### src/rtl/regfile_mp_pkg.sv
// regfile_mp_pkg: shared constants and init-FSM state encoding for the multi-port register file
package regfile_mp_pkg;
  localparam int REG_ZERO = 0;
  localparam int DEF_DATA_W = 32;
  localparam int DEF_DEPTH = 32;
  typedef enum logic {RF_INIT = 1'b0, RF_READY = 1'b1} rf_state_e;
endpackage

### src/rtl/regfile_mp_rf_read_port.sv
// rf_read_port: one registered read port (addr -> zero/bypass/array select -> data_out), cleared while not ready
module rf_read_port
  import regfile_mp_pkg::*;
#(
  parameter int DATA_W = DEF_DATA_W,
  parameter int DEPTH = DEF_DEPTH,
  parameter int ZERO_REG = 1,
  parameter int BYPASS = 1,
  localparam int ADDR_W = $clog2(DEPTH)
) (
  input  logic                          clk,
  input  logic                          rst,
  input  logic                          en,
  input  logic                          we,
  input  logic [ADDR_W-1:0]             addr,
  input  logic [ADDR_W-1:0]             waddr,
  input  logic [DATA_W-1:0]             wdata,
  input  logic [DEPTH-1:0][DATA_W-1:0]  mem,
  output logic [DATA_W-1:0]             data_out
);
  logic [DATA_W-1:0] sel;
  always_comb sel = (ZERO_REG != 0 && addr == ADDR_W'(REG_ZERO)) ? '0 :
                    (BYPASS != 0 && we && addr == waddr) ? wdata : mem[addr];
  always_ff @(posedge clk) data_out <= (rst || !en) ? '0 : sel;
endmodule

### src/rtl/regfile_mp.sv
// regfile_mp: NUM_RD-read/1-write register file with post-reset clear sequencer; ports clk, rst, RegWrite, write_addr/data, read_addr -> data_out, ready
module regfile_mp
  import regfile_mp_pkg::*;
#(
  parameter int DATA_W = DEF_DATA_W,
  parameter int DEPTH = DEF_DEPTH,
  parameter int NUM_RD = 2,
  parameter int ZERO_REG = 1,
  parameter int BYPASS = 1,
  localparam int ADDR_W = $clog2(DEPTH)
) (
  input  logic                       clk,
  input  logic                       rst,
  input  logic                       RegWrite,
  input  logic [ADDR_W-1:0]          write_addr,
  input  logic [DATA_W-1:0]          write_data,
  input  logic [NUM_RD*ADDR_W-1:0]   read_addr,
  output logic [NUM_RD*DATA_W-1:0]   data_out,
  output logic                       ready
);
  rf_state_e state;
  logic [ADDR_W-1:0] init_ptr;
  logic [DEPTH-1:0][DATA_W-1:0] mem;
  logic wr_ok;
  always_comb wr_ok = RegWrite && !(ZERO_REG != 0 && write_addr == ADDR_W'(REG_ZERO));
  always_ff @(posedge clk)
    if (rst) begin
      state <= RF_INIT;
      init_ptr <= '0;
      ready <= 1'b0;
    end else if (state == RF_INIT) begin
      init_ptr <= init_ptr + 1'b1;
      if (init_ptr == ADDR_W'(DEPTH - 1)) begin
        state <= RF_READY;
        ready <= 1'b1;
      end
    end
  always_ff @(posedge clk)
    if (!rst) begin
      if (state == RF_INIT) mem[init_ptr] <= '0;
      else if (wr_ok) mem[write_addr] <= write_data;
    end
  for (genvar k = 0; k < NUM_RD; k++) begin : g_rd
    rf_read_port #(.DATA_W(DATA_W), .DEPTH(DEPTH), .ZERO_REG(ZERO_REG), .BYPASS(BYPASS)) u_port (
      .clk(clk),
      .rst(rst),
      .en(state == RF_READY),
      .we(RegWrite),
      .addr(read_addr[k*ADDR_W +: ADDR_W]),
      .waddr(write_addr),
      .wdata(write_data),
      .mem(mem),
      .data_out(data_out[k*DATA_W +: DATA_W])
    );
  end
endmodule

### config.mk
export PLATFORM = sky130hd
export DESIGN_NAME = regfile_mp
export DESIGN_NICKNAME = d
export VERILOG_FILES = /design/src/rtl/regfile_mp_pkg.sv /design/src/rtl/regfile_mp_rf_read_port.sv /design/src/rtl/regfile_mp.sv
export SDC_FILE = /design/constraint.sdc
export NUM_CORES = 2
export LEC_CHECK = 0
export ABC_AREA = 1
export BUFFER_PORTS_ARGS = -buffer_cell sky130_fd_sc_hd__buf_4
export CORE_MARGIN = 2
export CORE_UTILIZATION = 50
export DETAILED_ROUTE_END_ITERATION = 10
export PLACE_DENSITY_LB_ADDON = 0.2
export SLEW_MARGIN = 30
export SYNTH_ARGS = -nofsm -noshare
export SYNTH_HDL_FRONTEND = slang
export SYNTH_SLANG_ARGS = --single-unit
### constraint.sdc
create_clock -name clk -period 3.91 [get_ports clk]
set_clock_uncertainty 0.05 [all_clocks]
set_input_delay 0.782 -clock clk [delete_from_list [all_inputs] [get_ports clk]]
set_output_delay 0.782 -clock clk [all_outputs]
set_load 0.01 [all_outputs]
# == Yosys cells after proc, flatten, opt, wreduce, memory -nomap -nowiden ==
# Cells that the tools add are included.
# totals
ff_bits,1095
latch_bits,0
mem_bits_rw,0
romBits,0
in_bits,50
out_inout_bits,65
word_cells,82
memories,0
# op_classes
n_addsub,1
multipliers,0
div,0
magnitude_cmp,6
n_eq_ne,4
shifts,0
n_mux,15
bitwise,4
n_reduce_logical,15
# op_table
op,count
1024-bit two-way mux,2
1024-bit AND,1
1024-bit bitwise mux,1
1024-bit inverter,1
32-bit binary-select mux with 5-bit select,2
32-bit demux with 5-bit select,2
32-bit two-way mux,6
5-bit by 6-bit < comparator with 1-bit output (second input constant),4
5-bit logical NOT,3
5-bit == test,2
5-bit by 1-bit greater-or-equal comparator with 1-bit output (second input constant),2
5-bit by 1-bit adder with 5-bit output (second input constant),1
5-bit == test (second input constant),1
1-bit logical AND,5
2-bit AND reduction,2
2-bit OR reduction,2
1-bit logical NOT,2
1-bit two-way mux,2
2-bit by 1-bit != test with 1-bit output (second input constant),1
1-bit inverter,2
1-bit logical OR,1

# == Longest topological paths before layout ==
# depth
word_depth,7
mapped_depth,11
mapped_depth_nobuf,9

# == Modules after synthesis ==
# A second synthesis with hierarchy kept.
# unflattened
cells_unflattened,9925
hier_area_um2,70572.7
# by_module_without_submodules
mod,n_inst,cells_per_inst,area_each_um2,seq_area_each_um2
regfile_mp,1,3741,43864.6,30889.6
rf_read_port,2,3092,13354.1,640.6

# == Least setup slack after synthesis ==
# OpenSTA, ideal clock, no wires.
# synth_path
kind,input to register
startpoint,input port write_addr[1]
endpoint,"register mem[0] in the netlist's numbering, enable pin"
setup_ns,0.432
arrival_ns,3.286
t_required_ns,3.428
path_slack_ns,0.143
stages,5
n_path_buf,2
cell_sequence,buf_2 nor2_1 nand3_1 clkbuf_1 a21oi_1
# synth_between
elab_chain_len,5
# synth_lines
item,line,rtl
from (decl),regfile_mp.sv:15,"input logic [ADDR_W-1:0] write_addr,"
5-bit logical NOT,regfile_mp.sv:25,always_comb wr_ok = RegWrite && !(ZERO_REG != 0 && write_addr == ADDR_W'(REG_ZERO));
1-bit logical NOT,regfile_mp.sv:25,
1-bit logical AND,regfile_mp.sv:25,
2-bit by 1-bit != test with 1-bit output (no line),n/a,
2-bit AND reduction (no line),n/a,
"to (signal, indexed assignment)",regfile_mp.sv:41,else if (wr_ok) mem[write_addr] <= write_data;
to (decl),regfile_mp.sv:23,logic [DEPTH-1:0][DATA_W-1:0] mem;
# Every way passes these cells.
# A chain may end at the register's enable or synchronous reset.

# == Worst setup path in the final report ==
# layout_path
startpoint,register state
endpoint,"register mem[479] in the netlist's numbering, data pin"
# layout_between
elab_chain_len,1
# layout_lines
item,line,rtl
from (decl),regfile_mp.sv:21,rf_state_e state;
from (signal assigned),regfile_mp.sv:28,state <= RF_INIT;
from (signal assigned),regfile_mp.sv:34,state <= RF_READY;
1024-bit two-way mux,regfile_mp.sv:40,if (state == RF_INIT) mem[init_ptr] <= '0;
# Every way passes these cells.

==> results.json <==
{
  "placed_area_sq_um": 70800,
  "rr_worst_depth": 3,
  "drt_pass1_iterations": 9,
  "grtUsageMet2": 0.579,
  "syn-num-nets": 8956,
  "cp_num_cells": 3,
  "hpwl_microns": 175000,
  "core_sq_um": 135000,
  "busiest_layer": "met2",
  "ys_types": 27,
  "switching_share": 0.288,
  "row_count": 135,
  "cts_tree": "done",
  "rrSetupSlack_ns": 1.22,
  "combPwrFrac": 0.150,
  "postCtsResizedCells": 0,
  "dieArea_sq_um": 138000,
  "cap_violations": 0,
  "use_met3": 0.124,
  "cp_top_family": "buffers and inverters",
  "drive_above_1_share": 0.0775,
  "start_util": 0.502,
  "drtIter0Drc": 11969,
  "die-width_microns": 372,
  "cts_buffers": 132,
  "clk_latency_ns": 0.82,
  "tns_ns": 0,
  "p_leak_nw": 31.2,
  "slowest_stage": "dfxtp_4",
  "power.density_nw_per_um2": 410,
  "critPathMaxFanout": 41,
  "layout_commonest_cell": "nand2_1",
  "drc": 0,
  "cts_hold_buf": 0,
  "finalCritPeriodShare": 0.689,
  "p_total_mw": 30.8,
  "slew_headroom": 0.301,
  "ant_nets": 0,
  "antenna_found_initial": 7,
  "stdcell_area_sq_um": 75000,
  "rsz0062_at_grt": "false",
  "crit_type": "reg2reg",
  "endpoint_kind": "flip-flop",
  "track_usage": 0.417,
  "path_clk_slew_ns": 0.06,
  "setup_viol": 0,
  "setup_ws_ns": 1.22,
  "vias": 69444,
  "clock_path_buffers": 3,
  "ys_ff_latch": 1095,
  "timing.final.crit_period_ns": 2.69,
  "cts_setup_buffers": 0,
  "area_growth_pct": 10.7,
  "p_switching_mw": 8.85,
  "ys.warnings.count": 0,
  "hold_path_class": "in2reg",
  "io_pins": 115,
  "cp_cell_sequence": "buf_4 -> buf_4 -> o32ai_1",
  "synthCells": 8901,
  "htreeDepth": 4,
  "portBuffers": 114,
  "place_ws_ns": 0.789,
  "whs_ns": 0.209,
  "hold_depth": 2,
  "ys_seq_area_frac": 0.475,
  "grt_pass1_vias": 64035,
  "p_clk_frac": 0.397,
  "cell_internal_pwr_mw": 21.9,
  "grt_max_degree": 146,
  "via_per_inst": 6.62,
  "wirelength_microns": 295000,
  "syn_area_per_cell_sq_um": 7.61,
  "grtUsageMet1": 0.553,
  "hold_viol": 0,
  "slew_violations": 0,
  "layout_common_cells": "nand2_1 (2,785), nand3_1 (1,450), edfxtp_1 (1,024)",
  "cpPeakStageDelay_ns": 0.83,
  "max_freq_ghz": 0.371,
  "crit_required_ns": 4.35,
  "ir_drop_uv": 364,
  "ctsRootBufferMaster": "clkbuf_16",
  "grt_pass1_wl_microns": 428000,
  "cp-start-kind": "flip-flop",
  "path_buf_inv": 2,
  "outcome": "finished clean",
  "routabilityCongestion": 0.962,
  "detail_route.wl_per_cell_microns": 28.2,
  "nets": 8650,
  "cts.sinks": 1095,
  "arrival_ns": 3.14,
  "syn-cell-area_sq_um": 67800,
  "gr-total-overflow": 0,
  "cp_common_cell": "buf_4",
  "seqPwrFrac": 0.453,
  "dieHeight_microns": 372,
  "worst_pin_slew_ns": 1.05
}
## flip-flops by register name (all words and copies together), names as in the netlist
| register | cells |
|---|---|
| ready | 1 |
| mem | 1024 |
| init_ptr | 5 |
| g_rd.u_port.data_out | 64 |
| state | 1 |
## metrics by stage
stage,std cells,util
3_3_place_gp,10240,0.525
3_5_place_dp,10240,0.525
6_report,10484,0.556
2_1_floorplan,8901,-
4_1_cts,10481,0.555
5_1_grt,10484,0.556
## layer usage
layer	vias to the layer above	wire length [microns]
li1	29868	-
met1	32383	107000
met2	6028	120000
met3	1155	45000
met4	10	23300
met5	-	70
## cell families (layout without fill, tap and decap cells)
group	after synthesis	after routing	share of synthesized area
AND/OR/NAND/NOR	5072	5072	0.309
buffers and inverters	1524	1325	0.0891
AO/OA/AOI/OAI	1203	1203	0.126
flip-flops	1095	1095	0.475
adder cells (fa/ha/maj)	5	5	0.000923
XOR/XNOR	2	2	0.000259
other	0	1	0
## cells in the mapped netlist (all sizes together)
cell type,instances,area share
a31oi,1,0.000092
nor2,818,0.045
clkinv,2,0.00011
o21ai,358,0.026
buf,289,0.021
ha,5,0.00092
nor3b,1,0.00011
xor2,2,0.00026
nand2,2786,0.15
nand3,1456,0.11
nand4,3,0.00028
a21oi,104,0.0077
edfxtp,1024,0.45
nor3,8,0.0010
dfxtp,71,0.021
o22ai,100,0.0092
o32ai,640,0.083
clkbuf,555,0.031
inv,678,0.038
## final timing paths
kind              start  endpoint
setup / recovery  state  mem[479]
hold / removal      rst     state
setup reg to reg  state  mem[479]
hold reg to reg   ready     ready
## power groups by stage
stage	registers, mW	clock network, mW	logic (mW)
global route	14.0	12.7	4.91
global placement	14.2	0	4.31
detailed placement	14.2	0	4.39
floorplan	14.1	0	2.83
finish	13.9	12.2	4.61
CTS	13.9	12.2	4.41
## layout make-up
cell class	count	area, sq um
fill	12443	59900
inverter	680	2590
clock buffer	179	3640
clock inverter	62	500
tap	1781	2230
sequential	1095	32200
timing repair buffer	404	3820
multi-input combinational	6282	30100
antenna	1	2.50
No activity file was read; power rests on OpenSTA's default activity.
